$ cat src/rtl/fetch_stage.sv
// Instruction fetch stage: it computes the next PC, drives the instruction-memory
// request, and holds the IF/ID pipeline register. Stalls, redirects and memory
// wait states are handled here, along with a sticky misaligned-target flag and
// a saturating count of memory-wait bubbles.
module fetch_stage #(
    parameter logic [31:0] RESET_PC = 32'h00400000,
    parameter int unsigned CNT_W    = 16
) (
    input  logic             i_clk,
    input  logic             i_arst,
    input  logic [31:0]      i_cur_pc,
    output logic [31:0]      o_next_pc,
    output logic [31:0]      o_imem_addr,
    output logic             o_imem_req,
    input  logic             i_imem_ready,
    input  logic [31:0]      i_instr,
    input  logic             i_stall,
    input  logic             i_redirect,
    input  logic [31:0]      i_redirect_addr,
    output logic [31:0]      o_id_instr,
    output logic [31:0]      o_id_pc4,
    output logic             o_id_valid,
    output logic             o_addr_err,
    output logic [CNT_W-1:0] o_bubble_cnt
);

    typedef enum logic {RUN, WAIT} state_t;

    state_t             state_q, state_d;
    logic [31:0]        id_instr_q, id_instr_d;
    logic [31:0]        id_pc4_q, id_pc4_d;
    logic               id_valid_q, id_valid_d;
    logic               addr_err_q, addr_err_d;
    logic [CNT_W-1:0]   bubble_q, bubble_d;
    logic [31:0]        pc_plus4;

    assign pc_plus4     = i_cur_pc + 32'd4;
    assign o_imem_addr  = i_cur_pc;
    assign o_imem_req   = ~i_stall & ~i_arst;
    assign o_id_instr   = id_instr_q;
    assign o_id_pc4     = id_pc4_q;
    assign o_id_valid   = id_valid_q;
    assign o_addr_err   = addr_err_q;
    assign o_bubble_cnt = bubble_q;

    // Next-PC selection: a redirect wins, then stall/wait hold, else sequential.
    always_comb begin
        o_next_pc = pc_plus4;
        if (i_redirect) begin
            o_next_pc = {i_redirect_addr[31:2], 2'b00};
        end else if (i_stall || !i_imem_ready) begin
            o_next_pc = i_cur_pc;
        end
    end

    // FSM next state plus IF/ID, error-flag and bubble-counter next values.
    always_comb begin
        state_d    = state_q;
        id_instr_d = id_instr_q;
        id_pc4_d   = id_pc4_q;
        id_valid_d = id_valid_q;
        addr_err_d = addr_err_q;
        bubble_d   = bubble_q;

        case (state_q)
            RUN:     if (o_imem_req && !i_imem_ready) state_d = WAIT;
            WAIT:    if (i_imem_ready || i_redirect) state_d = RUN;
            default: state_d = RUN;
        endcase

        if (i_redirect && (i_redirect_addr[1:0] != 2'b00)) begin
            addr_err_d = 1'b1;
        end

        if (i_redirect) begin
            id_valid_d = 1'b0;
            id_instr_d = '0;
            id_pc4_d   = '0;
        end else if (i_stall) begin
            id_valid_d = id_valid_q;
        end else if (!i_imem_ready) begin
            id_valid_d = 1'b0;
            id_instr_d = '0;
            if (bubble_q != '1) begin
                bubble_d = bubble_q + 1'b1;
            end
        end else begin
            id_instr_d = i_instr;
            id_pc4_d   = pc_plus4;
            id_valid_d = 1'b1;
        end
    end

    // State and IF/ID registers with asynchronous reset.
    always_ff @(posedge i_clk or posedge i_arst) begin
        if (i_arst) begin
            state_q    <= RUN;
            id_instr_q <= '0;
            id_pc4_q   <= RESET_PC;
            id_valid_q <= 1'b0;
            addr_err_q <= 1'b0;
            bubble_q   <= '0;
        end else begin
            state_q    <= state_d;
            id_instr_q <= id_instr_d;
            id_pc4_q   <= id_pc4_d;
            id_valid_q <= id_valid_d;
            addr_err_q <= addr_err_d;
            bubble_q   <= bubble_d;
        end
    end

endmodule

$ cat config.mk
export PLATFORM = sky130hd
export DESIGN_NAME = fetch_stage
export DESIGN_NICKNAME = d
export VERILOG_FILES = /design/src/rtl/fetch_stage.sv
export SDC_FILE = /design/constraint.sdc
export NUM_CORES = 1
export LEC_CHECK = 0
export CAP_MARGIN = 5
export CORE_ASPECT_RATIO = 2
export CORE_MARGIN = 5
export CORE_UTILIZATION = 35
export DETAILED_ROUTE_END_ITERATION = 7
export MAX_ROUTING_LAYER = met4
export PLACE_DENSITY = 0.74
export SLEW_MARGIN = 20
export SYNTH_ARGS = -nofsm -noshare
export SYNTH_HDL_FRONTEND = slang
export SYNTH_SLANG_ARGS = --single-unit
export TNS_END_PERCENT = 50
$ cat constraint.sdc
create_clock -name i_clk -period 3.7 [get_ports i_clk]
set_input_delay 0.925 -clock i_clk [delete_from_list [all_inputs] [get_ports i_clk]]
set_output_delay 0.925 -clock i_clk [all_outputs]
set_load 0.005 [all_outputs]
==> results.yml, run 1 <==
synthesis:
  async_flop_share_pct: 100
  synthTopCellsByCount: "dfrtp_1, nand2_1, xor2_1"
  synth_nets: 624
  syn_inst: 521
  ys_ff_latch: 82
  synth.distinct_cells: 37
  yosysTopAreaCell: "dfrtp_1"
  yosys_warnings: 0
  synth_top_cell_area_share_pct: 42.4
  synth_edf_count: 0
  synth_area_um2: 4780
  ys_seq_area_share_pct: 43.0
  ys_top_cells_by_area: "dfrtp_1, xor2_1, a22o_1, buf_4, nand2_1"
  synth_flop_cell: "dfrtp_1"
  avgSynthCellArea_um2: 9.17
  post-synth-top-count-cell: "dfrtp_1"
timing:
  finalSetupViolations: 0
  hold_viol_final: 0
  fin_crit_ns: 3.67
  slew_headroom_pct: 27.7
  tns_ns: 0
  slew_violations: 0
  whs_ns: 0.467
  skew_ns: 0.00797
  fmax_mhz: 273
  rsz0062_at_grt: "yes"
  period_share_pct: 99.1
  worst_pin_slew_ns: 1.08
flow_run:
  maxCapViolCount: 0
placed_design:
  detailed_place_hpwl_mm: 14.5
  placed_cell_area_um2: 7730
  gp_congestion: 0.937
  portBuffers: 247
  dp.cells: 941
grt:
  antenna_found_initial: 0
  grt_pass1_vias: 5263
  grt_use_met3_pct: 3.88
  grt.busiest_layer: "met2"
  use_met1_pct: 20.0
  overflow: 0
  grt_first_pass_wirelength_mm: 27.3
  use_met2_pct: 41.6
  track_usage_pct: 22.1
  grt_max_degree: 85
floorplanning:
  die_h_um: 175
  die_w_um: 92.6
  core_area_um2: 13400
  dieArea_um2: 16200
  rows: 60
  initial_core_util_pct: 35.5
  io_pins: 248
outcome:
  run_status: "completed"
detailed_routing:
  wirelength_mm: 17.9
  viasPerCell: 5.17
  wl_per_cell_um: 18.4
  drtIter0Drc: 162
  ant_nets: 0
  num_vias: 5019
  drc: 0
  first_pass_iters: 4
critical_path:
  path_cells: "clkdlybuf4s15_2, nand4_1, nor4_4, buf_4, nand4_4, or3_1, nand3_1, clkdlybuf4s15_1"
  cp-start-kind: "input port"
  cp_max_fo: 3
  critPathKind: "in2out"
  crit_required_ns: 2.77
  worst_ep_arrival_time_ns: 2.74
  end_kind: "primary output"
  slowest_delay_ns: 0.37
  critical-path-slowest-cell: "nor4_4"
pwr:
  p_total_uw: 2650
  ir_drop_mv: 0.246
  p_leak_uw: 0.00361
  power_per_cell_area_nw_per_um2: 318
cells_and_area:
  final_cell_count_no_fill: 971
  fin_area_um2: 8340
  layout.nets: 914
  diodes: 0
  fillers: 1125
  area_delta_synth_final_pct: 74.5
  layout-drive-gt1-share_pct: 20.6
clock_network:
  cts_max_path_buffers: 2
  clockRootBuffer: "clkbuf_16"
  cts_buffers: 9
  htreeDepth: 3
  clock_sinks: 82
  clock_latency_ns: 0.33
  cts_tree: "built"
  clk_pin_slew_ns: 0.05
  hold_buffers: 0
worst_hold_path:
  hp-class: "reg2reg"
-- repair_timing --
| action | CTS | global route |
|---|---|---|
| buffers inserted | 9 | 5 |
| setup endpoints to repair | 29 | 13 |
| resized for setup | 84 | 35 |
| pin swaps | 13 | 7 |
-- where the power goes --
part           total [uW]  internal [uW]  switching, uW
clock network         979            631            348
registers            1020            958           60.7
logic                 653            382            271
-- final cells by class --
cell class	instances	area [um^2]	share of cell area, %
Sequential cell	82	2050	24.6
Multi-Input combinational cell	366	2490	29.9
Clock buffer	11	253	3.03
Tap cell	155	194	2.33
Clock inverter	5	85.1	1.02
Timing Repair Buffer	349	3250	38.9
Inverter	3	12.5	0.150
-- cell usage in the layout, fill, tap and decap left out, drive strengths merged, types with 2 or more instances in the layout --
master,instances
a21o,3
clkdlybuf4s15,14
and4,2
o21ai,38
nor4,7
nand4,24
nor2b,7
and2,3
mux2,3
buf,104
clkbuf,15
clkinv,2
ha,2
dlygate4sd2,21
a22o,32
a21oi,6
a221o,3
or3,4
nand3,31
nor2,38
inv,3
nand2,64
clkdlybuf4s50,198
nand2b,2
dfrtp,81
xor2,39
and3,4
xnor2,25
dlymetal6s2s,8
bufinv,2
nor3,9
a211oi,17
-- kinds of logic (layout without fill, tap and decap cells) --
| family | count (synthesis) | in the layout | synth area share, % |
|---|---|---|---|
| compound gates | 101 | 101 | 14.6 |
| fa+ha+maj | 2 | 2 | 0.524 |
| mux | 3 | 3 | 0.707 |
| simple gates | 196 | 196 | 20.9 |
| xor+xnor | 64 | 64 | 11.7 |
| buf+inv | 73 | 368 | 8.62 |
| flops | 82 | 82 | 43.0 |
-- layer usage --
metal	vias to the layer above	wire (um)
met5	-	0
met1	2377	5880
met3	48	1100
met2	227	9890
met4	0	1020
li1	2367	-
-- through the flow --
step | util (%) | setup slack (ns)
6_report | 62.0 | 0.0340
5_1_grt | 62.0 | -0.0247
4_1_cts | 61.3 | -0.156
3_5_place_dp | 57.6 | -0.530
3_3_place_gp | 57.6 | -0.512
2_1_floorplan | - | 0.405
-- registers in the layout, indices dropped and copies added (netlist names) --
register,count
o_id_instr,32
o_id_valid,1
o_id_pc4,32
o_addr_err,1
o_bubble_cnt,16
-- path summary, 6_finish.rpt --
path,start,endpoint,slack (ns),cells past startpoint
worst max-delay path,i_cur_pc[12],o_next_pc[31],0.03,8
worst min register to register,o_addr_err,o_addr_err,0.47,1
min in group asynchronous,i_arst,o_id_instr[18],1.08,2
worst max register to register,o_bubble_cnt[0],o_bubble_cnt[11],1.90,6
worst min-delay path,o_addr_err,o_addr_err,0.47,1
max in group asynchronous,i_arst,o_id_instr[17],1.85,3
-- critical path: cells and delay by family --
kind / cells / cell delay (ns)
buffers and inverters: 3 / 0.63
and+or+nand+nor: 5 / 1.19
No activity file was read; power rests on OpenSTA's default activity.
==> run 2: changes to the inputs <==
--- a/config.mk
+++ b/config.mk
@@ -8,10 +8,11 @@
 export CAP_MARGIN = 5
 export CORE_ASPECT_RATIO = 2
 export CORE_MARGIN = 5
-export CORE_UTILIZATION = 35
+export CORE_UTILIZATION = 40
 export DETAILED_ROUTE_END_ITERATION = 7
+export GPL_ROUTABILITY_DRIVEN = 0
 export MAX_ROUTING_LAYER = met4
-export PLACE_DENSITY = 0.74
+export PLACE_DENSITY = 0.83
 export SLEW_MARGIN = 20
 export SYNTH_ARGS = -nofsm -noshare
 export SYNTH_HDL_FRONTEND = slang
==> results.yml, run 2 (synthesis gave the netlist of run 1 again) <==
floorplanning:
  rows: 56
  die_h_um: 165
  die_w_um: 87.3
  initial_core_util_pct: 40.8
  io_pins: 248
  dieArea_um2: 14400
  core_area_um2: 11700
timing:
  period_share_pct: 104
  slew_headroom_pct: 63.0
  slew_violations: 0
  finalSetupViolations: 8
  rsz0062_at_grt: "yes"
  fmax_mhz: 259
  fin_crit_ns: 3.85
  hold_viol_final: 0
  finalWorstSetupSlack_ns: -0.154
  whs_ns: 0.462
  worst_pin_slew_ns: 0.555
  skew_ns: 0.00464
detailed_routing:
  wirelength_mm: 18.2
  viasPerCell: 5.29
  first_pass_iters: 4
  num_vias: 5116
  ant_nets: 0
  drc: 0
  wl_per_cell_um: 18.8
  drtIter0Drc: 148
pwr:
  power_per_cell_area_nw_per_um2: 302
  ir_drop_mv: 0.300
  p_leak_uw: 0.00357
clock_network:
  htreeDepth: 3
  cts_buffers: 9
  clock_latency_ns: 0.33
  hold_buffers: 0
  cts_tree: "built"
  clockRootBuffer: "clkbuf_16"
  clk_pin_slew_ns: 0.06
  cts_max_path_buffers: 2
  clock_sinks: 82
cells_and_area:
  final_common_cell: "clkdlybuf4s50_1"
  layout-drive-gt1-share_pct: 19.9
  multiInputGateArea_um2: 2460
  fin_area_um2: 8350
  seq_area_um2: 2050
  area_delta_synth_final_pct: 74.7
  final_cell_mix: "clkdlybuf4s50_1, buf_4, dfrtp_1"
  layout.nets: 919
  fillers: 820
grt:
  grt_first_pass_wirelength_mm: 27.3
  grt.busiest_layer: "met2"
  use_met2_pct: 47.3
  grt_pass1_vias: 5414
  track_usage_pct: 25.3
  grt_use_met3_pct: 3.94
  antenna_found_initial: 1
  use_met1_pct: 24.8
  grt_max_degree: 75
  overflow: 0
critical_path:
  critical-path-slowest-cell: "clkdlybuf4s50_1"
  crit_start: "i_stall"
  reg2reg_depth: 5
  cp_max_fo: 3
  path_cells: "clkdlybuf4s50_1, nand2b_1, nor3_2, buf_4, nand4_1, xnor2_1, mux2_2, clkdlybuf4s50_1"
  crit_required_ns: 2.77
  path_common_cell: "clkdlybuf4s50_1"
  r2r_slack_ns: 1.89
  critPathKind: "in2out"
  slowest_delay_ns: 0.44
  r2r_start: "o_bubble_cnt[0]"
  r2r-end: "o_bubble_cnt[1]"
  worst_ep_arrival_time_ns: 2.93
  end_kind: "primary output"
  cp-start-kind: "input port"
worst_hold_path:
  hold_path_startpoint: "o_addr_err"
  hp-class: "reg2reg"
  min_to: "o_addr_err"
  hold_depth: 1
placed_design:
  placed_cell_area_um2: 7750
  portBuffers: 247
  detailed_place_hpwl_mm: 14.2
flow_run:
  maxCapViolCount: 0
outcome:
  violations: "negative setup slack"
  run_status: "finished with violations"
-- run 2: where the power goes --
| group | switching [uW] | internal (uW) | leakage (uW) |
|---|---|---|---|
| clock | 368 | 462 | 0.000130 |
| sequential | 58.9 | 957 | 0.00110 |
| combinational | 275 | 397 | 0.00234 |
| total | 703 | 1820 | 0.00357 |
-- run 2: how the worst max path moves through the flow --
stage,endpoint,slack [ns],cells past startpoint
finish,o_next_pc[27],-0.15,8
global route,o_next_pc[20],-0.26,9
CTS,o_next_pc[16],-0.20,8
detailed placement,o_next_pc[29],-0.51,9
global placement,o_next_pc[29],-0.48,9
floorplan,o_next_pc[31],0.40,7
-- run 2: timing repair --
action | CTS | global route
setup buffers | 10 | 2
cloned | 2 | 0
gates resized for setup | 81 | 8
setup endpoints to repair | 29 | 20
pin swaps | 12 | 3
-- run 2: stage by stage --
stage / utilization [%] / total power (uW) / TNS, ns / cells / setup slack [ns]
final: 71.3 / 2520 / -0.650 / 967 / -0.154
after global routing: 71.3 / 2620 / -1.88 / 967 / -0.258
after CTS: 71.0 / 2540 / -1.43 / 963 / -0.201
after detailed placement: 66.3 / 1690 / -11.01 / 935 / -0.512
after global placement: 66.3 / 1670 / -10.32 / 935 / -0.483
after floorplan: - / 1250 / 0 / 521 / 0.405
-- run 2: worst max-delay path, delay by kind of cell --
family        cells  cell delay, ns
mux               1            0.25
buf+inv           3            1.00
xor+xnor          1            0.16
simple gates      3            0.57
-- run 2: final cells by class --
class / count / area share [%]
well taps: 145 / 2.17
flip-flops and latches: 82 / 24.6
diodes: 1 / 0.0300
multi-input cells: 366 / 29.4
clock buffers: 10 / 2.74
clock inverters: 6 / 0.600
inverters: 3 / 0.150
repair buffers: 354 / 40.3
-- run 2: routing by layer --
layer  part of all wire [%]  vias up
met2                     56      262
met1                     33     2405
met3                    6.3       51
met5                      0        -
li1                       -     2398
met4                    3.8        0
==> run 3: changes to the inputs <==
--- a/config.mk
+++ b/config.mk
@@ -13,6 +13,7 @@
 export GPL_ROUTABILITY_DRIVEN = 0
 export MAX_ROUTING_LAYER = met4
 export PLACE_DENSITY = 0.83
+export RECOVER_POWER = 25
 export SLEW_MARGIN = 20
 export SYNTH_ARGS = -nofsm -noshare
 export SYNTH_HDL_FRONTEND = slang
==> results.yml, run 3 (synthesis gave the netlist of run 1 again) <==
outcome:
  run_status: "finished with violations"
  violations: "negative setup slack"
timing:
  skew_ns: 0.00316
  period_share_pct: 105
  worst_pin_slew_ns: 1.38
  finalSetupViolations: 8
  rsz0062_at_grt: "yes"
  slew_violations: 0
  fin_crit_ns: 3.87
  whs_ns: 0.462
  slew_headroom_pct: 7.80
  finalWorstSetupSlack_ns: -0.172
  hold_viol_final: 0
  fmax_mhz: 258
clock_network:
  cts_tree: "built"
  cts_max_path_buffers: 2
  clock_latency_ns: 0.33
  clk_pin_slew_ns: 0.06
  cts_buffers: 9
  clockRootBuffer: "clkbuf_16"
  htreeDepth: 3
  hold_buffers: 0
  clock_sinks: 82
detailed_routing:
  viasPerCell: 5.25
  highest_layer: "met4"
  ant_nets: 0
  drt-met1-wl_mm: 6.06
  wl_met2_mm: 10.3
  drtIter0Drc: 121
  wirelength_mm: 18.1
  num_vias: 5075
  wl_per_cell_um: 18.7
  first_pass_iters: 4
  wl_met3_mm: 1.13
  drc: 0
critical_path:
  critPathKind: "in2out"
  r2r-end: "o_bubble_cnt[1]"
  r2r_start: "o_bubble_cnt[0]"
  worst_ep_arrival_time_ns: 2.95
  r2r_slack_ns: 1.89
  cp-start-kind: "input port"
  end_kind: "primary output"
  cp_max_fo: 3
  crit_required_ns: 2.77
  reg2reg_depth: 5
placed_design:
  placed_cell_area_um2: 7750
  place_ws_ns: -0.512
  dp.cells: 935
  detailed_place_hpwl_mm: 14.2
  portBuffers: 247
floorplanning:
  core_area_um2: 11700
  rows: 56
  dieArea_um2: 14400
  initial_core_util_pct: 40.8
  die_w_um: 87.3
  die_h_um: 165
  io_pins: 248
worst_hold_path:
  hp-class: "reg2reg"
  hold_path_startpoint: "o_addr_err"
  min_to: "o_addr_err"
  hold_depth: 1
pwr:
  p_leak_uw: 0.00357
  power_per_cell_area_nw_per_um2: 302
  p_total_uw: 2520
  ir_drop_mv: 0.294
grt:
  grt_first_pass_wirelength_mm: 27.3
  track_usage_pct: 25.3
  grt_pass1_vias: 5414
  overflow: 0
  antenna_found_initial: 1
  grt_max_degree: 75
cells_and_area:
  fin_area_um2: 8340
  final_common_cell: "clkdlybuf4s50_1"
  layout.nets: 919
  final_cell_mix: "clkdlybuf4s50_1, buf_4, dfrtp_1"
  final_cell_count_no_fill: 967
  area_delta_synth_final_pct: 74.6
  fillers: 820
  layout-drive-gt1-share_pct: 19.9
flow_run:
  maxCapViolCount: 0
## run 3: cell count changes in the layout (fill, tap and decap cells not counted), sizes merged
cell / before / now
clkinv: 3 / 2
clkdlybuf4s50: 207 / 205
clkinvlp: 2 / 3
dlygate4sd3: 0 / 2
clkbuf: 10 / 12
buf: 108 / 106
## run 3: cell type report
type / count / area (um^2) / area share (%)
Timing Repair Buffer: 354 / 3360 / 40.2
Multi-Input combinational cell: 366 / 2460 / 29.4
Sequential cell: 82 / 2050 / 24.6
Clock buffer: 10 / 229 / 2.74
Tap cell: 145 / 181 / 2.17
Clock inverter: 6 / 50.0 / 0.600
Inverter: 3 / 12.5 / 0.150
Antenna cell: 1 / 2.50 / 0.0300
## run 3: worst max-delay path: stages
cell             delay [ns]
clkdlybuf4s50_1        0.41
nand2b_1               0.22
nor3_2                 0.21
buf_4                  0.15
nand4_1                0.17
xnor2_1                0.16
mux2_2                 0.25
clkdlybuf4s50_1        0.44
## run 3: repair_timing
item,CTS,global route
setup endpoints to repair,29,20
resized for setup,81,8
pin swaps,12,3
gates cloned,2,0
buffers inserted,10,2
## run 3: power breakdown
group / total [uW] / leakage [uW] / internal [uW] / switching [uW]
sequential: 1020 / 0.00110 / 957 / 58.8
clock: 827 / 0.000130 / 462 / 366
combinational: 671 / 0.00234 / 396 / 276
total: 2520 / 0.00357 / 1820 / 700
## run 3: how the worst max path moves through the flow
stage            startpoint            end  slack [ns]  cells after the start
5_1_grt        i_imem_ready  o_next_pc[20]       -0.26                      9
3_5_place_dp    i_cur_pc[3]  o_next_pc[29]       -0.51                      9
4_1_cts        i_imem_ready  o_next_pc[16]       -0.20                      8
2_1_floorplan   i_cur_pc[6]  o_next_pc[31]        0.40                      7
6_report            i_stall  o_next_pc[27]       -0.17                      8
3_3_place_gp    i_cur_pc[3]  o_next_pc[29]       -0.48                      9
## run 3: routing by layer
metal,track usage (%),vias up
met5,-,-
met4,11.4,0
met3,3.94,43
met2,47.3,230
met1,24.8,2401
li1,-,2401
## run 3: stage by stage
step | utilization, % | TNS, ns
floorplan | - | 0
global placement | 66.3 | -10.32
detailed placement | 66.3 | -11.01
CTS | 71.0 | -1.43
global route | 71.3 | -1.88
finish | 71.3 | -0.655
